===== config.mk =====
export PLATFORM = sky130hd
export DESIGN_NAME = load_store_unit_flat
export DESIGN_NICKNAME = d
export VERILOG_FILES = /design/src/rtl/load_store_unit_pkg.sv /design/src/rtl/memory_bus.sv /design/src/rtl/load_store_unit_load_extend.sv /design/src/rtl/load_store_unit.sv /design/src/flat_wrapper.sv
export SDC_FILE = /design/constraint.sdc
export NUM_CORES = 1
export LEC_CHECK = 0
export CAP_MARGIN = 10
export CORE_ASPECT_RATIO = 1.4
export CORE_UTILIZATION = 43
export DETAILED_ROUTE_END_ITERATION = 8
export PLACE_DENSITY = 0.85
export SLEW_MARGIN = 20
export SYNTH_ARGS = -nofsm -noshare
export SYNTH_HDL_FRONTEND = slang
export SYNTH_SLANG_ARGS = --single-unit

===== constraint.sdc =====
create_clock -name clk_in -period 5.45 [get_ports clk_in]
set_input_delay 1.09 -clock clk_in [delete_from_list [all_inputs] [get_ports clk_in]]
set_output_delay 1.09 -clock clk_in [all_outputs]
set_load 0.005 [all_outputs]

===== src/rtl/load_store_unit_pkg.sv =====
// Shared types for the load/store unit: memory access widths, RISC-V load
// funct3 codes, LSU states and the funct3 decode helpers.
package load_store_unit_pkg;

  typedef enum logic [1:0] {
    BYTE  = 2'd0,
    WORD  = 2'd1,
    DWORD = 2'd2
  } mem_width_t;

  typedef enum logic [2:0] {
    LB  = 3'd0,
    LH  = 3'd1,
    LW  = 3'd2,
    LBU = 3'd4,
    LHU = 3'd5
  } lsu_funct3_t;

  typedef enum logic [1:0] {
    IDLE,
    DISPATCH,
    WAIT,
    RESP
  } lsu_state_t;

  function automatic mem_width_t funct3_to_width(input logic [2:0] f3);
    case (f3[1:0])
      2'd0:    return BYTE;
      2'd1:    return WORD;
      default: return DWORD;
    endcase
  endfunction

  // 3, 6 and 7 have no load/store meaning
  function automatic logic funct3_legal(input logic [2:0] f3);
    return (f3[1:0] != 2'b11) && (f3 != 3'd6);
  endfunction

endpackage


===== src/rtl/memory_bus.sv =====
// Single-transaction memory bus: one-cycle dispatch strobe, then the memory
// holds busy until read_data is valid.
interface memory_bus;
  import load_store_unit_pkg::*;

  logic [31:0] addr;
  logic [31:0] write_data;
  logic [31:0] read_data;
  logic        dispatch_read;
  logic        dispatch_write;
  logic        busy;
  mem_width_t  mem_width;

  modport CONSUMER (
    output addr, write_data, dispatch_read, dispatch_write, mem_width,
    input  read_data, busy
  );

  modport PROVIDER (
    input  addr, write_data, dispatch_read, dispatch_write, mem_width,
    output read_data, busy
  );
endinterface


===== src/rtl/load_store_unit_load_extend.sv =====
// Width-masks raw memory read data and sign- or zero-extends it according to
// the load funct3.
module lsu_load_extend
  import load_store_unit_pkg::*;
(
  input  logic [31:0] rd,
  input  logic [2:0]  f3,
  output logic [31:0] data
);

  always_comb begin
    case (f3)
      LB:      data = {{24{rd[7]}}, rd[7:0]};
      LBU:     data = {24'b0, rd[7:0]};
      LH:      data = {{16{rd[15]}}, rd[15:0]};
      LHU:     data = {16'b0, rd[15:0]};
      default: data = rd;
    endcase
  end

endmodule


===== src/rtl/load_store_unit.sv =====
// Load/store unit: accepts one core request at a time and sequences it onto
// memory_bus. Define LSU_MISALIGN_TRAP_EN to reject misaligned half/word accesses.
//
// state    | meaning
// IDLE     | ready for a request when memory is not busy
// DISPATCH | one-cycle read/write strobe on the bus
// WAIT     | waiting for busy to drop, watchdog running
// RESP     | resp_valid pulse, then back to IDLE
module load_store_unit
  import load_store_unit_pkg::*;
#(
  parameter int TIMEOUT_CYCLES = 256
) (
  input  logic        clk_in,
  input  logic        rst_in,
  input  logic        req_valid,
  output logic        req_ready,
  input  logic        req_is_store,
  input  logic [2:0]  req_funct3,
  input  logic [31:0] req_addr,
  input  logic [31:0] req_wdata,
  output logic        resp_valid,
  output logic [31:0] resp_data,
  output logic        resp_error,
  memory_bus.CONSUMER bus
);

  // 256 wraps to 0 so the 8-bit down-counter still hits terminal count at 1
  localparam logic [7:0] TIMEOUT_LOAD = 8'(TIMEOUT_CYCLES);

  lsu_state_t  state;
  logic [31:0] addr_q;
  logic [31:0] wdata_q;
  logic [2:0]  f3_q;
  logic        store_q;
  logic [7:0]  tmo_cnt;
  logic        dispatch_read_q;
  logic        dispatch_write_q;
  mem_width_t  width_q;
  logic        accept;
  logic        req_err;
  logic [31:0] load_data;

  assign req_ready = !rst_in && (state == IDLE) && !bus.busy;
  assign accept    = req_valid && req_ready;

  assign bus.addr           = addr_q;
  assign bus.write_data     = wdata_q;
  assign bus.dispatch_read  = dispatch_read_q;
  assign bus.dispatch_write = dispatch_write_q;
  assign bus.mem_width      = width_q;

  always_comb begin
    req_err = !funct3_legal(req_funct3);
`ifdef LSU_MISALIGN_TRAP_EN
    if (req_funct3[1:0] == 2'd1 && req_addr[0]) req_err = 1'b1;
    if (req_funct3[1:0] == 2'd2 && req_addr[1:0] != 2'b00) req_err = 1'b1;
`endif
  end

  lsu_load_extend u_extend (
    .rd   (bus.read_data),
    .f3   (f3_q),
    .data (load_data)
  );

  // Bus address/data registers only move on a real dispatch so they hold otherwise
  always_ff @(posedge clk_in or posedge rst_in) begin
    if (rst_in) begin
      state            <= IDLE;
      addr_q           <= '0;
      wdata_q          <= '0;
      f3_q             <= '0;
      store_q          <= 1'b0;
      tmo_cnt          <= '0;
      dispatch_read_q  <= 1'b0;
      dispatch_write_q <= 1'b0;
      width_q          <= BYTE;
      resp_valid       <= 1'b0;
      resp_data        <= '0;
      resp_error       <= 1'b0;
    end else begin
      dispatch_read_q  <= 1'b0;
      dispatch_write_q <= 1'b0;
      resp_valid       <= 1'b0;
      case (state)
        IDLE: begin
          if (accept) begin
            f3_q    <= req_funct3;
            store_q <= req_is_store;
            if (req_err) begin
              state      <= RESP;
              resp_valid <= 1'b1;
              resp_error <= 1'b1;
              resp_data  <= '0;
            end else begin
              state            <= DISPATCH;
              addr_q           <= req_addr;
              wdata_q          <= req_wdata;
              width_q          <= funct3_to_width(req_funct3);
              dispatch_read_q  <= !req_is_store;
              dispatch_write_q <= req_is_store;
            end
          end
        end
        DISPATCH: begin
          tmo_cnt <= TIMEOUT_LOAD;
          state   <= WAIT;
        end
        WAIT: begin
          if (!bus.busy) begin
            state      <= RESP;
            resp_valid <= 1'b1;
            resp_error <= 1'b0;
            resp_data  <= store_q ? '0 : load_data;
          end else if (tmo_cnt == 8'd1) begin
            state      <= RESP;
            resp_valid <= 1'b1;
            resp_error <= 1'b1;
            resp_data  <= '0;
          end else begin
            tmo_cnt <= tmo_cnt - 8'd1;
          end
        end
        RESP:    state <= IDLE;
        default: state <= IDLE;
      endcase
    end
  end

endmodule

===== src/flat_wrapper.sv =====
// flat-port wrapper written by rule: the top's interface ports become plain ports
module load_store_unit_flat import load_store_unit_pkg::*;
#(
  parameter int TIMEOUT_CYCLES = 256
)
  (clk_in, rst_in, req_valid, req_ready, req_is_store, req_funct3, req_addr, req_wdata, resp_valid, resp_data, resp_error, bus_addr, bus_write_data, bus_dispatch_read, bus_dispatch_write, bus_mem_width, bus_read_data, bus_busy);
  memory_bus bus_i ();
  input  logic clk_in;
  input  logic rst_in;
  input  logic req_valid;
  output logic req_ready;
  input  logic req_is_store;
  input  logic [2:0] req_funct3;
  input  logic [31:0] req_addr;
  input  logic [31:0] req_wdata;
  output logic resp_valid;
  output logic [31:0] resp_data;
  output logic resp_error;
  output wire logic [$bits(bus_i.addr)-1:0] bus_addr;
  output wire logic [$bits(bus_i.write_data)-1:0] bus_write_data;
  output wire logic [$bits(bus_i.dispatch_read)-1:0] bus_dispatch_read;
  output wire logic [$bits(bus_i.dispatch_write)-1:0] bus_dispatch_write;
  output wire logic [$bits(bus_i.mem_width)-1:0] bus_mem_width;
  input wire logic [$bits(bus_i.read_data)-1:0] bus_read_data;
  input wire logic [$bits(bus_i.busy)-1:0] bus_busy;
  assign bus_addr = bus_i.addr;
  assign bus_write_data = bus_i.write_data;
  assign bus_dispatch_read = bus_i.dispatch_read;
  assign bus_dispatch_write = bus_i.dispatch_write;
  assign bus_mem_width = bus_i.mem_width;
  assign bus_i.read_data = bus_read_data;
  assign bus_i.busy = bus_busy;
  load_store_unit #(.TIMEOUT_CYCLES(TIMEOUT_CYCLES)) u_core (.clk_in(clk_in), .rst_in(rst_in), .req_valid(req_valid), .req_ready(req_ready), .req_is_store(req_is_store), .req_funct3(req_funct3), .req_addr(req_addr), .req_wdata(req_wdata), .resp_valid(resp_valid), .resp_data(resp_data), .resp_error(resp_error), .bus(bus_i));
endmodule

==> impl_metrics.csv <==
group,metric,value,unit
clocking,clk_latency,0.40,ns
global_routing,grt_pass1_vias,4018,
timing,finalCriticalPeriod,3.55,ns
routing,dr.pass1.iters,4,
routing,initialDrtViolationCount,125,
critical_path,worst_path_most_repeated_cell,"clkdlybuf4s50_1",
worst_hold_path,hp-class,"reg -> reg",
power,clockPowerShare,0.265,
floorplanning,dieArea,12200,µm²
clocking,ctsHoldBuffers,0,
synthesis,syn_nets,485,
clocking,htree_levels,4,
clocking,post-cts-setup-buffers,0,
finish,nNetsFinal,697,
critical_path,cp_cell_sequence,"clkdlybuf4s50_1 -> nor3b_1 -> clkdlybuf4s50_1",
clocking,clock_sinks,116,
synthesis,synth_area_leader_cell,"dfrtp_1",
routing,wl,12500,µm
routing,via_count,3733,
placed_design,dp_slack,1.89,ns
synthesis,netlist.area_leader.share,0.573,
critical_path,crit_type,"in -> out",
flow_run,drv_cap,0,
global_routing,grt_first_pass_wirelength,19500,µm
routing,wl_per_cell,16.8,µm
clocking,root_buffer,"clkbuf_16",
timing,finalWorstSetupSlack,1.90,ns
power,netSwitchingPower,1.23,mW
timing,skew,0.00699,ns
power,swShare,0.282,
routing,viasPerCell,5.02,
power,p_seq_frac,0.344,
global_routing,grt_max_degree,66,
floorplanning,initial_core_util,0.444,
timing,fin_setup_tns,0,ns
timing,slew_headroom,0.411,
critical_path,timing.rr.start,"u_core.tmo_cnt[1]",
finish,final_cell_mix,"clkdlybuf4s50_1 (206), dfrtp_1 (116), mux2_2 (70)",
synthesis,yosys-top-cells-area,"dfrtp_1 (57%), mux2_2 (16%), mux2_4 (6.2%)",
critical_path,critPathMaxStageDelay,0.55,ns
global_routing,grtUsageMet1,0.242,
global_routing,antenna_found_initial,0,
synthesis,syn_area,5060,µm²
power,ir_worst_vdd,0.314,mV
power,p_int,3.13,mW
routing,postRouteAntennaNets,0,
floorplanning,rows,46,
power,power_density,553,nW/µm²
finish,fillerInstances,825,
run_status,status,"completed",
floorplanning,die_w,93.7,µm
synthesis,yosysWarningCount,0,
timing,slew_violations,0,
critical_path,end_kind,"primary output",
floorplanning,coreArea,11400,µm²
power,p_leak,3.52,nW
critical_path,worstPathArrival,2.46,ns
power,total_power,4.36,mW
finish,antennaDiodeCount,0,
timing,min_period_over_period,0.652,
placed_design,place.gp.congestion,0.814,
power,combPwrFrac,0.391,
critical_path,start_kind,"input pin",
global_routing,grtUsageTotal,0.210,
synthesis,synth-seq-area-share,0.573,
routing,drc_errors,0,
floorplanning,ioPinCount,207,
global_routing,grt.busiest_layer,"met2",
timing,setup_violations,0,
synthesis,synth.distinct_cells,39,
synthesis,synthCells,375,
global_routing,grt_overflow,0,
timing,tightest_slew,0.882,ns
placed_design,dp_hpwl,8890,µm
floorplanning,dieHeight,130,µm
clocking,clockBufferDepth,2,
finish,final_common_cell,"clkdlybuf4s50_1",
finish,drive_gt1_frac,0.227,
critical_path,path_max_fanout,7,
critical_path,cp_slowest_cell,"clkdlybuf4s50_1",
synthesis,ys_ff_latch,116,
global_routing,grtUsageMet2,0.359,
finish,syn_to_final_growth,55.5,%
critical_path,cp_data_required_time,4.36,ns
synthesis,avgSynthCellArea,13.5,µm²
clocking,numCtsBuffers,17,
clocking,postCtsResizedCells,0,
placed_design,port_buffers,206,
timing,max_freq,0.282,GHz
clocking,clk_pin_slew,0.05,ns
timing,rsz0062_at_grt,"no",
global_routing,use_met3,0.0625,
clocking,cts_tree,"yes",
worst_hold_path,hp-start,"u_core.tmo_cnt[7]",
timing,finalHoldViolCount,0,
critical_path,startpoint,"bus_busy",
==> sequential cells by signal, summed over array words and instances, names as in the netlist, 2 cells and up <==
| name | count |
|---|---|
| u_core.bus.addr | 32 |
| u_core.bus.write_data | 32 |
| u_core.resp_data | 32 |
| u_core.tmo_cnt | 8 |
| u_core.f3_q | 3 |
| u_core.bus.mem_width | 2 |
| u_core.state | 2 |
==> worst paths after layout <==
path / to / slack [ns] / cells past startpoint
max: req_ready / 1.90 / 3
min: u_core.tmo_cnt[7] / 0.50 / 1
max reg2reg: u_core.resp_data[29] / 2.96 / 7
min reg2reg: u_core.tmo_cnt[7] / 0.50 / 1
max in group asynchronous: u_core.bus.write_data[15] / 3.39 / 3
min in group asynchronous: u_core.resp_valid / 1.18 / 2
==> routing by layer <==
metal / wire length [µm] / vias to the layer above
met4: 320 / 0
li1: - / 1729
met1: 4760 / 1819
met3: 859 / 22
met2: 6520 / 163
met5: 0 / -
==> worst max-delay path, delay by kind of cell <==
kind          cells  cell delay [ns]
buf+inv           2             1.08
simple gates      1             0.29
==> power by group through the flow <==
stage               Sequential (mW)  Combinational [mW]  Clock [mW]
floorplan                      1.48               0.796           0
CTS                            1.50                1.72        1.18
finish                         1.50                1.70        1.15
global placement               1.48                1.66           0
global route                   1.55                1.84        1.21
detailed placement             1.51                1.71           0
==> synthesized netlist by cell type, drive strengths merged <==
cell type	n
or4	1
a2111oi	1
o21ai	13
ha	6
buf	11
nor3	2
o21bai	1
a21o	2
a21boi	2
nand3	3
nand2b	16
o32a	2
nor2	10
xnor2	2
dfrtp	116
nor4	1
nor3b	2
or3	3
mux2i	13
a22o	1
inv	18
nand2	17
or4b	1
and3	16
o22ai	1
nand4	1
mux2	91
a21oi	12
a211oi	2
clkbuf	7
nor2b	1
==> cell families (layout without fill, tap and decap cells) <==
| group | count (synthesis) | count (layout) | share of synthesized area |
|---|---|---|---|
| DFF | 116 | 116 | 0.573 |
| muxes | 104 | 104 | 0.244 |
| and+or+nand+nor | 74 | 74 | 0.0825 |
| AOI/OAI and AO/OA | 37 | 37 | 0.0507 |
| buffers and inverters | 36 | 260 | 0.0316 |
| adders and majority gates | 6 | 6 | 0.0148 |
| xor gates and xnor gates | 2 | 2 | 0.00346 |
==> cell type report <==
cell class / count / area, µm² / area share
Clock buffer: 20 / 457 / 0.0580
Sequential cell: 116 / 2900 / 0.369
Timing Repair Buffer: 211 / 2100 / 0.267
Clock inverter: 11 / 158 / 0.0200
Inverter: 18 / 70.1 / 0.00890
Tap cell: 144 / 180 / 0.0229
Multi-Input combinational cell: 223 / 2010 / 0.255
==> through the flow <==
step | hold slack, ns | util | cells | instance area [µm²]
after global routing | 0.514 | 0.691 | 743 | 7870
final | 0.495 | 0.691 | 743 | 7870
after global placement | 0.481 | 0.637 | 712 | 7260
after floorplan | 0.464 | - | 375 | 5060
after CTS | 0.500 | 0.691 | 743 | 7870
after detailed placement | 0.493 | 0.637 | 712 | 7260
No activity file was read; power rests on OpenSTA's default activity.
